==> src/rtl/lsu_mem_if.sv <==
`default_nettype none
// ============================================================================
//  Module   : lsu_mem_if (with core_pkg)
//  Purpose  : Load/store unit front end for the 5-stage RV32I core.
//             Accepts one access at a time and checks its alignment.
//             Drives the data-memory request and waits for the grant,
//             with a timeout. Returns extended load data with its
//             destination tag.
//  Revision : 1.0 - initial release
// ============================================================================

package core_pkg;
  // Loads first so that the reset operator (LW) encodes as zero
  typedef enum logic [2:0] {
    LW  = 3'd0,
    LH  = 3'd1,
    LHU = 3'd2,
    LB  = 3'd3,
    LBU = 3'd4,
    SW  = 3'd5,
    SH  = 3'd6,
    SB  = 3'd7
  } load_store_func_code;
endpackage

module lsu_mem_if
  import core_pkg::*;
#(
  parameter int TIMEOUT_CYCLES = 16,
  parameter int CNT_W          = 5
) (
  input  logic                clock,
  input  logic                reset,
  // pipeline side
  input  logic                lsu_req_ip,
  input  load_store_func_code lsu_operator_ip,
  input  logic [31:0]         addr_ip,
  input  logic [31:0]         wdata_ip,
  input  logic [4:0]          rd_ip,
  output logic                lsu_ready_op,
  // data memory side
  output logic                data_req_op,
  output logic [31:0]         data_addr_op,
  output logic [31:0]         wdata_op,
  output load_store_func_code lsu_operator_op,
  input  logic                mem_gnt_ip,
  input  logic [31:0]         load_data_ip,
  // results
  output logic                load_valid_op,
  output logic [31:0]         load_data_op,
  output logic [4:0]          load_rd_op,
  output logic                store_done_op,
  output logic                misaligned_op,
  output logic                bus_err_op,
  output logic [31:0]         fault_addr_op
);

  // Counter value on the edge at which a missing grant becomes a timeout:
  // it has then seen TIMEOUT_CYCLES REQ edges without a grant.
  localparam logic [CNT_W-1:0] CNT_LAST = CNT_W'(TIMEOUT_CYCLES - 1);

  typedef enum logic [1:0] {
    S_IDLE  = 2'd0,
    S_REQ   = 2'd1,
    S_RESP  = 2'd2,
    S_FAULT = 2'd3
  } state_t;

  state_t              state_q;
  state_t              state_nx;

  // Captured request
  load_store_func_code op_q;
  logic [31:0]         addr_q;
  logic [31:0]         wdata_q;
  logic [4:0]          rd_q;

  logic [CNT_W-1:0]    cnt_q;
  // Distinguishes the two kinds of FAULT visit: 1 = misaligned, 0 = bus error
  logic                fault_mis_q;

  logic [31:0]         load_data_q;
  logic [4:0]          load_rd_q;
  logic [31:0]         fault_addr_q;

  logic                accept;
  logic                align_err;
  logic                timeout_hit;
  logic                cur_is_load;
  logic [31:0]         load_ext;

  // Classify an operator as a load (loads return data, stores only complete)
  function automatic logic is_load(input load_store_func_code op);
    case (op)
      LW, LH, LHU, LB, LBU: is_load = 1'b1;
      default:              is_load = 1'b0;
    endcase
  endfunction

  // Alignment of the incoming request, judged on its own operator and address
  always_comb begin
    align_err = 1'b0;
    case (lsu_operator_ip)
      LW, SW:      align_err = (addr_ip[1:0] != 2'b00);
      LH, LHU, SH: align_err = addr_ip[0];
      default:     align_err = 1'b0;
    endcase
  end

  // Sign/zero extension of the returned word according to the captured operator
  always_comb begin
    load_ext = load_data_ip;
    case (op_q)
      LH:      load_ext = {{16{load_data_ip[15]}}, load_data_ip[15:0]};
      LHU:     load_ext = {16'h0000, load_data_ip[15:0]};
      LB:      load_ext = {{24{load_data_ip[7]}}, load_data_ip[7:0]};
      LBU:     load_ext = {24'h000000, load_data_ip[7:0]};
      default: load_ext = load_data_ip;
    endcase
  end

  assign accept      = (state_q == S_IDLE) && lsu_req_ip;
  assign timeout_hit = (state_q == S_REQ) && !mem_gnt_ip && (cnt_q == CNT_LAST);
  assign cur_is_load = is_load(op_q);

  // State register
  always_ff @(posedge clock) begin
    if (reset) begin
      state_q <= S_IDLE;
    end else begin
      state_q <= state_nx;
    end
  end

  // Next-state decode and per-state outputs
  always_comb begin
    state_nx        = state_q;
    lsu_ready_op    = 1'b0;
    data_req_op     = 1'b0;
    data_addr_op    = 32'h0;
    wdata_op        = 32'h0;
    lsu_operator_op = LW;
    load_valid_op   = 1'b0;
    store_done_op   = 1'b0;
    misaligned_op   = 1'b0;
    bus_err_op      = 1'b0;
    case (state_q)
      S_IDLE: begin
        lsu_ready_op = 1'b1;
        if (lsu_req_ip) begin
          state_nx = align_err ? S_FAULT : S_REQ;
        end
      end
      S_REQ: begin
        data_req_op     = 1'b1;
        data_addr_op    = addr_q;
        wdata_op        = wdata_q;
        lsu_operator_op = op_q;
        // A grant on the expiry edge still wins over the timeout
        if (mem_gnt_ip) begin
          state_nx = S_RESP;
        end else if (cnt_q == CNT_LAST) begin
          state_nx = S_FAULT;
        end
      end
      S_RESP: begin
        load_valid_op = cur_is_load;
        store_done_op = !cur_is_load;
        state_nx      = S_IDLE;
      end
      S_FAULT: begin
        misaligned_op = fault_mis_q;
        bus_err_op    = !fault_mis_q;
        state_nx      = S_IDLE;
      end
      default: state_nx = S_IDLE;
    endcase
  end

  // Request capture, timeout counter, load result and fault address registers
  always_ff @(posedge clock) begin
    if (reset) begin
      op_q         <= LW;
      addr_q       <= 32'h0;
      wdata_q      <= 32'h0;
      rd_q         <= 5'd0;
      cnt_q        <= '0;
      fault_mis_q  <= 1'b0;
      load_data_q  <= 32'h0;
      load_rd_q    <= 5'd0;
      fault_addr_q <= 32'h0;
    end else begin
      if (accept) begin
        op_q        <= lsu_operator_ip;
        addr_q      <= addr_ip;
        wdata_q     <= wdata_ip;
        rd_q        <= rd_ip;
        cnt_q       <= '0;
        fault_mis_q <= align_err;
        if (align_err) begin
          fault_addr_q <= addr_ip;
        end
      end
      if (state_q == S_REQ) begin
        if (mem_gnt_ip) begin
          if (cur_is_load) begin
            load_data_q <= load_ext;
            load_rd_q   <= rd_q;
          end
        end else begin
          cnt_q <= cnt_q + 1'b1;
        end
      end
      if (timeout_hit) begin
        fault_mis_q  <= 1'b0;
        fault_addr_q <= addr_q;
      end
    end
  end

  assign load_data_op  = load_data_q;
  assign load_rd_op    = load_rd_q;
  assign fault_addr_op = fault_addr_q;

endmodule

`default_nettype wire

==> config.mk <==
export PLATFORM = sky130hd
export DESIGN_NAME = lsu_mem_if
export DESIGN_NICKNAME = d
export VERILOG_FILES = /design/src/rtl/lsu_mem_if.sv
export SDC_FILE = /design/constraint.sdc
export NUM_CORES = 1
export LEC_CHECK = 0
export BUFFER_PORTS_ARGS = -buffer_cell sky130_fd_sc_hd__buf_2
export CELL_PAD_IN_SITES_DETAIL_PLACEMENT = 0
export CELL_PAD_IN_SITES_GLOBAL_PLACEMENT = 1
export CORE_UTILIZATION = 38
export DETAILED_ROUTE_END_ITERATION = 12
export HOLD_SLACK_MARGIN = 0.03
export PLACE_DENSITY_LB_ADDON = 0.3
export SETUP_SLACK_MARGIN = 0.05
export SLEW_MARGIN = 20
export SYNTH_ARGS = -nofsm -noshare
export SYNTH_HDL_FRONTEND = slang
export SYNTH_SLANG_ARGS = --single-unit
==> constraint.sdc <==
create_clock -name clock -period 3.9 [get_ports clock]
set_input_delay 0 -clock clock [delete_from_list [all_inputs] [get_ports clock]]
set_output_delay 0 -clock clock [all_outputs]
set_load 0.02 [all_outputs]
Yosys cells after proc, flatten, opt, wreduce, memory -nomap -nowiden

Index checks and enable logic that the tools add are counted.

Logic and storage cells: 68
RAM bits: 0
ROM bits: 0
Register bits after elaboration: 149
Bits in latches: 0
Input bits: 108
Memories kept: 0
Output and inout bits: 142

Bitwise logic cells: 0
Shifts and indexed selects: 0
Muxes and demuxes: 23
Reduce and logical (&&, ||, !) cells: 20
Equality and inequality tests: 14
Add/subtract/negate cells: 1
Multipliers: 0
Divide/modulo/power cells: 0
Magnitude comparators: 0

Operators with widths:

| cell                                                | count |
|---|---|
| two-way mux 32 bit                                  | 5 |
| case mux 32 bit (4 select lines)                    | 1 |
| two-way mux 5 bit                                   | 3 |
| equality test 3 x 2 -> 1 bit, second input constant | 3 |
| equality test 3 bit, second input constant          | 3 |
| two-way mux 2 bit                                   | 4 |
| two-way mux 1 bit                                   | 7 |
| equality test 3 x 1 -> 1 bit, second input constant | 2 |
| logical NOT 3 bit                                   | 2 |
| case mux 2 bit (3 select lines)                     | 1 |
| nonzero test 2 bit                                  | 3 |
| OR reduction 2 bit                                  | 3 |
| adder 5 x 1 -> 5 bit, second input constant         | 1 |
| equality test 5 x 4 -> 1 bit, second input constant | 1 |
| OR reduction 5 bit                                  | 1 |
| equality test 2 bit, second input constant          | 2 |
| AND reduction 2 bit                                 | 2 |
| logical AND 1 bit                                   | 3 |
| logical NOT 1 bit                                   | 3 |
| two-way mux 3 bit                                   | 1 |
| != test 3 bit, second input constant                | 1 |
| AND reduction 3 bit                                 | 1 |
| OR reduction 3 bit                                  | 1 |
| equality test 2 x 1 -> 1 bit, second input constant | 1 |
| 3 further kinds                                     | 3 |

Longest topological paths before layout

Depth after elaboration: 6
Depth in mapped cells: 10
Gate-level depth less buffers: 7

Worst setup path after synthesis

OpenSTA, ideal clock, no wires.

Path kind: reg2reg
Start: register cnt_q[0]
End: register fault_addr_q[26], in the netlist fault_addr_op[26]
Path buffers: 3
Library setup time: 0.146 ns
Arrival time: 1.777 ns
Setup slack: 1.977 ns
Stages on the path, launching flop included: 10
Clock period less this slack: 1.923 ns
Data required time: 3.754 ns
Cell sequence: dfxtp_1 -> ha_1 -> and3_1 -> ha_1 -> nor4bb_1 -> buf_2 -> buf_6 -> buf_8 -> mux2i_1 -> a211oi_2

Word-level cells in the longest chain between the ends: 4
Elaborated cells on any way between the ends: 6
Classes of those cells: 1 x eq/ne; 1 x mux; 4 x reduce/logical

RTL lines:

| element                              | line | text |
|---|---|---|
| start, declared                      | 78   | `logic [CNT_W-1:0] cnt_q;` |
| start signal, assigned               | 211  | `cnt_q <= cnt_q + 1'b1;` |
| equality test 5 x 4 -> 1 bit *       | 123  | `assign timeout_hit = (state_q == S_REQ) && !mem_gnt_ip && (cnt_q == CNT_LAST);` |
| logical AND 1 bit *                  | 123  |  |
| nonzero test 2 bit (no source line)  | -    |  |
| AND reduction 2 bit (no source line) | -    |  |
| end signal, assigned                 | 201  | `fault_addr_q <= addr_ip;` |
| end signal, assigned                 | 216  | `fault_addr_q <= addr_q;` |
| end, declared                        | 84   | `logic [31:0] fault_addr_q;` |

Mark *: on every way between the ends. The rest lies on a longest branch, timed or not.
A chain may end at the register's enable or synchronous reset.

Worst setup path in the final report

Start: register cnt_q[0]
End: register fault_addr_q[14], in the netlist fault_addr_op[14]

Same word-level chain as after synthesis.

==> impl_metrics.toml <==
[worst_setup_path]
cp-start-kind = "flop"
crit_type = "reg -> reg"
critPathMaxFanout = 66
critical_path.endpoint_type = "flop"
cpMostUsedCell = "ha_1"
required_ns = 4.16
critPathMaxStageDelay_ns = 0.74
slowest_stage = "buf_4"
crit_chain = "ha_1, and3_1, ha_1, nor4bb_4, buf_4, mux2i_1, a211oi_2"
critPathArrivalTime_ns = 2.80

[clock_network]
postCtsSetupBuffers = 0
cts_buffer_depth = 2
root_buffer = "clkbuf_16"
cts_tree = "yes"
h-tree-depth = 4
cts_buffers = 17
clk_pin_slew_ns = 0.06
clock_sinks = 149
clk_latency_ns = 0.42

[final_layout]
drive_above_1_share_pct = 30.89
nets = 1188
antennaDiodeCount = 0
syn_to_final_growth_pct = 45.25
instances_no_fill = 1311

[global_route]
grt_pass1_vias = 6106
grt_util_met1_pct = 27.02
grt_max_degree = 69
antenna_found_initial = 0
grt-ovfl-total = 0
grt_use_met2_pct = 35.25
gr-usage-met3_pct = 5.134
grtUsageTotal_pct = 21.47
grt_busiest_layer = "met2"
grt_pass1_wl_um = 30620

[floorplanning]
core_mm2 = 0.01664
initial_core_util_pct = 39.15
dieArea_mm2 = 0.01767
dieWidth_um = 132.9
die_h_um = 132.9
io_pins = 250
row_count = 47

[timing]
fin_setup_tns_ns = 0
fin_skew_ns = 0.01021
finalWorstSetupSlack_ns = 1.353
hold_violations = 0
period_needed_ns = 2.547
clock.fmax_ghz = 0.3927
rsz0062_at_grt = "false"
setup_viol = 0
relSlewSlack_pct = 36.43
post-route-period-util_pct = 65.30
tightestPinTransition_ns = 0.9535
maxSlewViolCount = 0
fin_hold_ws_ns = 0.05457

[pwr]
p_leak_uw = 0.004123
p_per_area_mw_per_mm2 = 431.8
max-vdd-ir-drop_v = 0.0003058

[drt]
viasPerCell = 4.834
routed_wl_um = 19270
wl_per_cell_um = 14.70
remaining_drc_errors = 0
via_count = 6338
drtAntennaViolNets = 0
first_iter_violations = 312
first_pass_iters = 4

[synthesis]
synth_most_common_cell = "nand2_1"
synth_common_cells = "nand2_1 (175), dfxtp_1 (149), a21oi_1 (114)"
async_flop_share_pct = 0
synth.net_count = 872
synth-seq-cells = 149
synth_area_leaders = "dfxtp_1 (46%), nand2_1 (10%), a21oi_1 (8.8%)"
postSynthAreaPerCell_um2 = 8.550
seq_area_frac_synth_pct = 45.78
ys_warn_count = 0
ys.flop_type = "dfxtp_1"
synth_edf_count = 0
yosys.area.top_type_share_pct = 45.78
netlist_area_mm2 = 0.006515
yosysUniqueCellTypes = 37
synth_top_area_cell = "dfxtp_1"
synthCells = 762

[flow_run]
maxCapViolCount = 0

[place]
portBuffers = 249
dp_hpwl_um = 11650
post-place-ws_ns = 1.368
placed_cells = 1173
place.gp.congestion = 0.7590

[worst_hold_path]
hold_path_class = "in -> reg"

[outcome]
status = "complete, no violations"
[worst paths after layout]
kind | from | to | cells after the start | slack, ns
max | cnt_q[0] | fault_addr_op[14] | 7 | 1.35
min | mem_gnt_ip | cnt_q[0] | 4 | 0.05
max reg2reg | cnt_q[0] | fault_addr_op[14] | 7 | 1.35
min reg2reg | rd_q[4] | load_rd_op[4] | 2 | 0.44
[state kept, by name, summed over array words and instances, names as in the netlist]
register       count
addr_q            32
fault_addr_op     32
load_data_op      32
wdata_q           32
cnt_q              5
load_rd_op         5
rd_q               5
op_q               3
state_q            2
fault_mis_q        1
[layout make-up]
type / count / area [um^2]
Sequential cell: 149 / 2983
Multi-Input combinational cell: 544 / 3193
Clock buffer: 18 / 439.2
Clock inverter: 14 / 183.9
Tap cell: 220 / 275.3
Fill cell: 1557 / 7179
Timing Repair Buffer: 364 / 2381
Inverter: 2 / 7.507
[through the flow]
stage | total power (uW) | utilization (%) | cell area [um^2]
4_1_cts | 4137 | 56.85 | 9462
2_1_floorplan | 2107 | - | 6515
3_5_place_dp | 2310 | 46.73 | 7777
5_1_grt | 4264 | 56.86 | 9463
3_3_place_gp | 2305 | 46.73 | 7777
6_report | 4086 | 56.86 | 9463
[kinds of logic after synthesis]
kind of cell | Yosys count | synth area share, %
multiplexers | 34 | 5.224
AND/OR/NAND/NOR | 318 | 23.01
adder cells (fa/ha/maj) | 2 | 0.3840
flip-flops | 149 | 45.78
buffers and inverters | 69 | 5.589
AO/OA/AOI/OAI | 188 | 19.74
XOR/XNOR | 2 | 0.2689
[routing by layer]
metal / routed length, um / part of all wire [%] / vias up
met1: 8744 / 45 / 2904
met3: 1050 / 5.4 / 31
met2: 9049 / 47 / 183
met4: 425 / 2.2 / 0
li1: - / - / 3220
met5: 0 / 0 / -
[cells in the final DEF, fill, tap and decap left out, types with 2 or more instances in the layout]
| master | synthesis | layout |
|---|---|---|
| buf_2 | 12 | 248 |
| nand2_1 | 175 | 174 |
| dfxtp_1 | 149 | 149 |
| a21oi_1 | 114 | 114 |
| dlygate4sd3_1 | 0 | 106 |
| and2_1 | 68 | 68 |
| a211oi_1 | 36 | 36 |
| nor2_1 | 34 | 34 |
| mux2i_1 | 34 | 34 |
| a211oi_2 | 29 | 29 |
| nor3_1 | 17 | 17 |
| clkbuf_16 | 0 | 17 |
| nor3_2 | 9 | 9 |
| buf_4 | 17 | 9 |
| clkinv_2 | 0 | 6 |
| bufinv_16 | 0 | 4 |
| and3b_1 | 3 | 3 |
| clkinv_4 | 0 | 3 |
| inv_1 | 2 | 2 |
| and3_1 | 2 | 2 |
| nor3b_2 | 1 | 2 |
| xor2_1 | 2 | 2 |
| nand2b_1 | 2 | 2 |
| ha_1 | 2 | 2 |
[critical path: cells and delay by family, from the launching register on]
| family | cells | cell delay, ns |
|---|---|---|
| flip-flops | 1 | 0.39 |
| adder cells (fa/ha/maj) | 2 | 0.34 |
| multiplexers | 1 | 0.32 |
| AND/OR/NAND/NOR | 2 | 0.45 |
| AO/OA/AOI/OAI | 1 | 0.10 |
| buffers and inverters | 1 | 0.74 |
[report_power, final]
group | switching (uW) | total (uW) | internal, uW
Clock | 643 | 1730 | 1080
Sequential | 61.9 | 1690 | 1620
Combinational | 400 | 674 | 274
Total | 1100 | 4090 | 2980
[repair_timing]
| action | CTS | global route |
|---|---|---|
| gates resized for setup | 0 | 0 |
| hold buffers | 106 | 0 |
| endpoints found under the hold margin | 137 | 0 |
| setup endpoints to repair | 0 | 0 |
No activity file was read; power rests on OpenSTA's default activity.
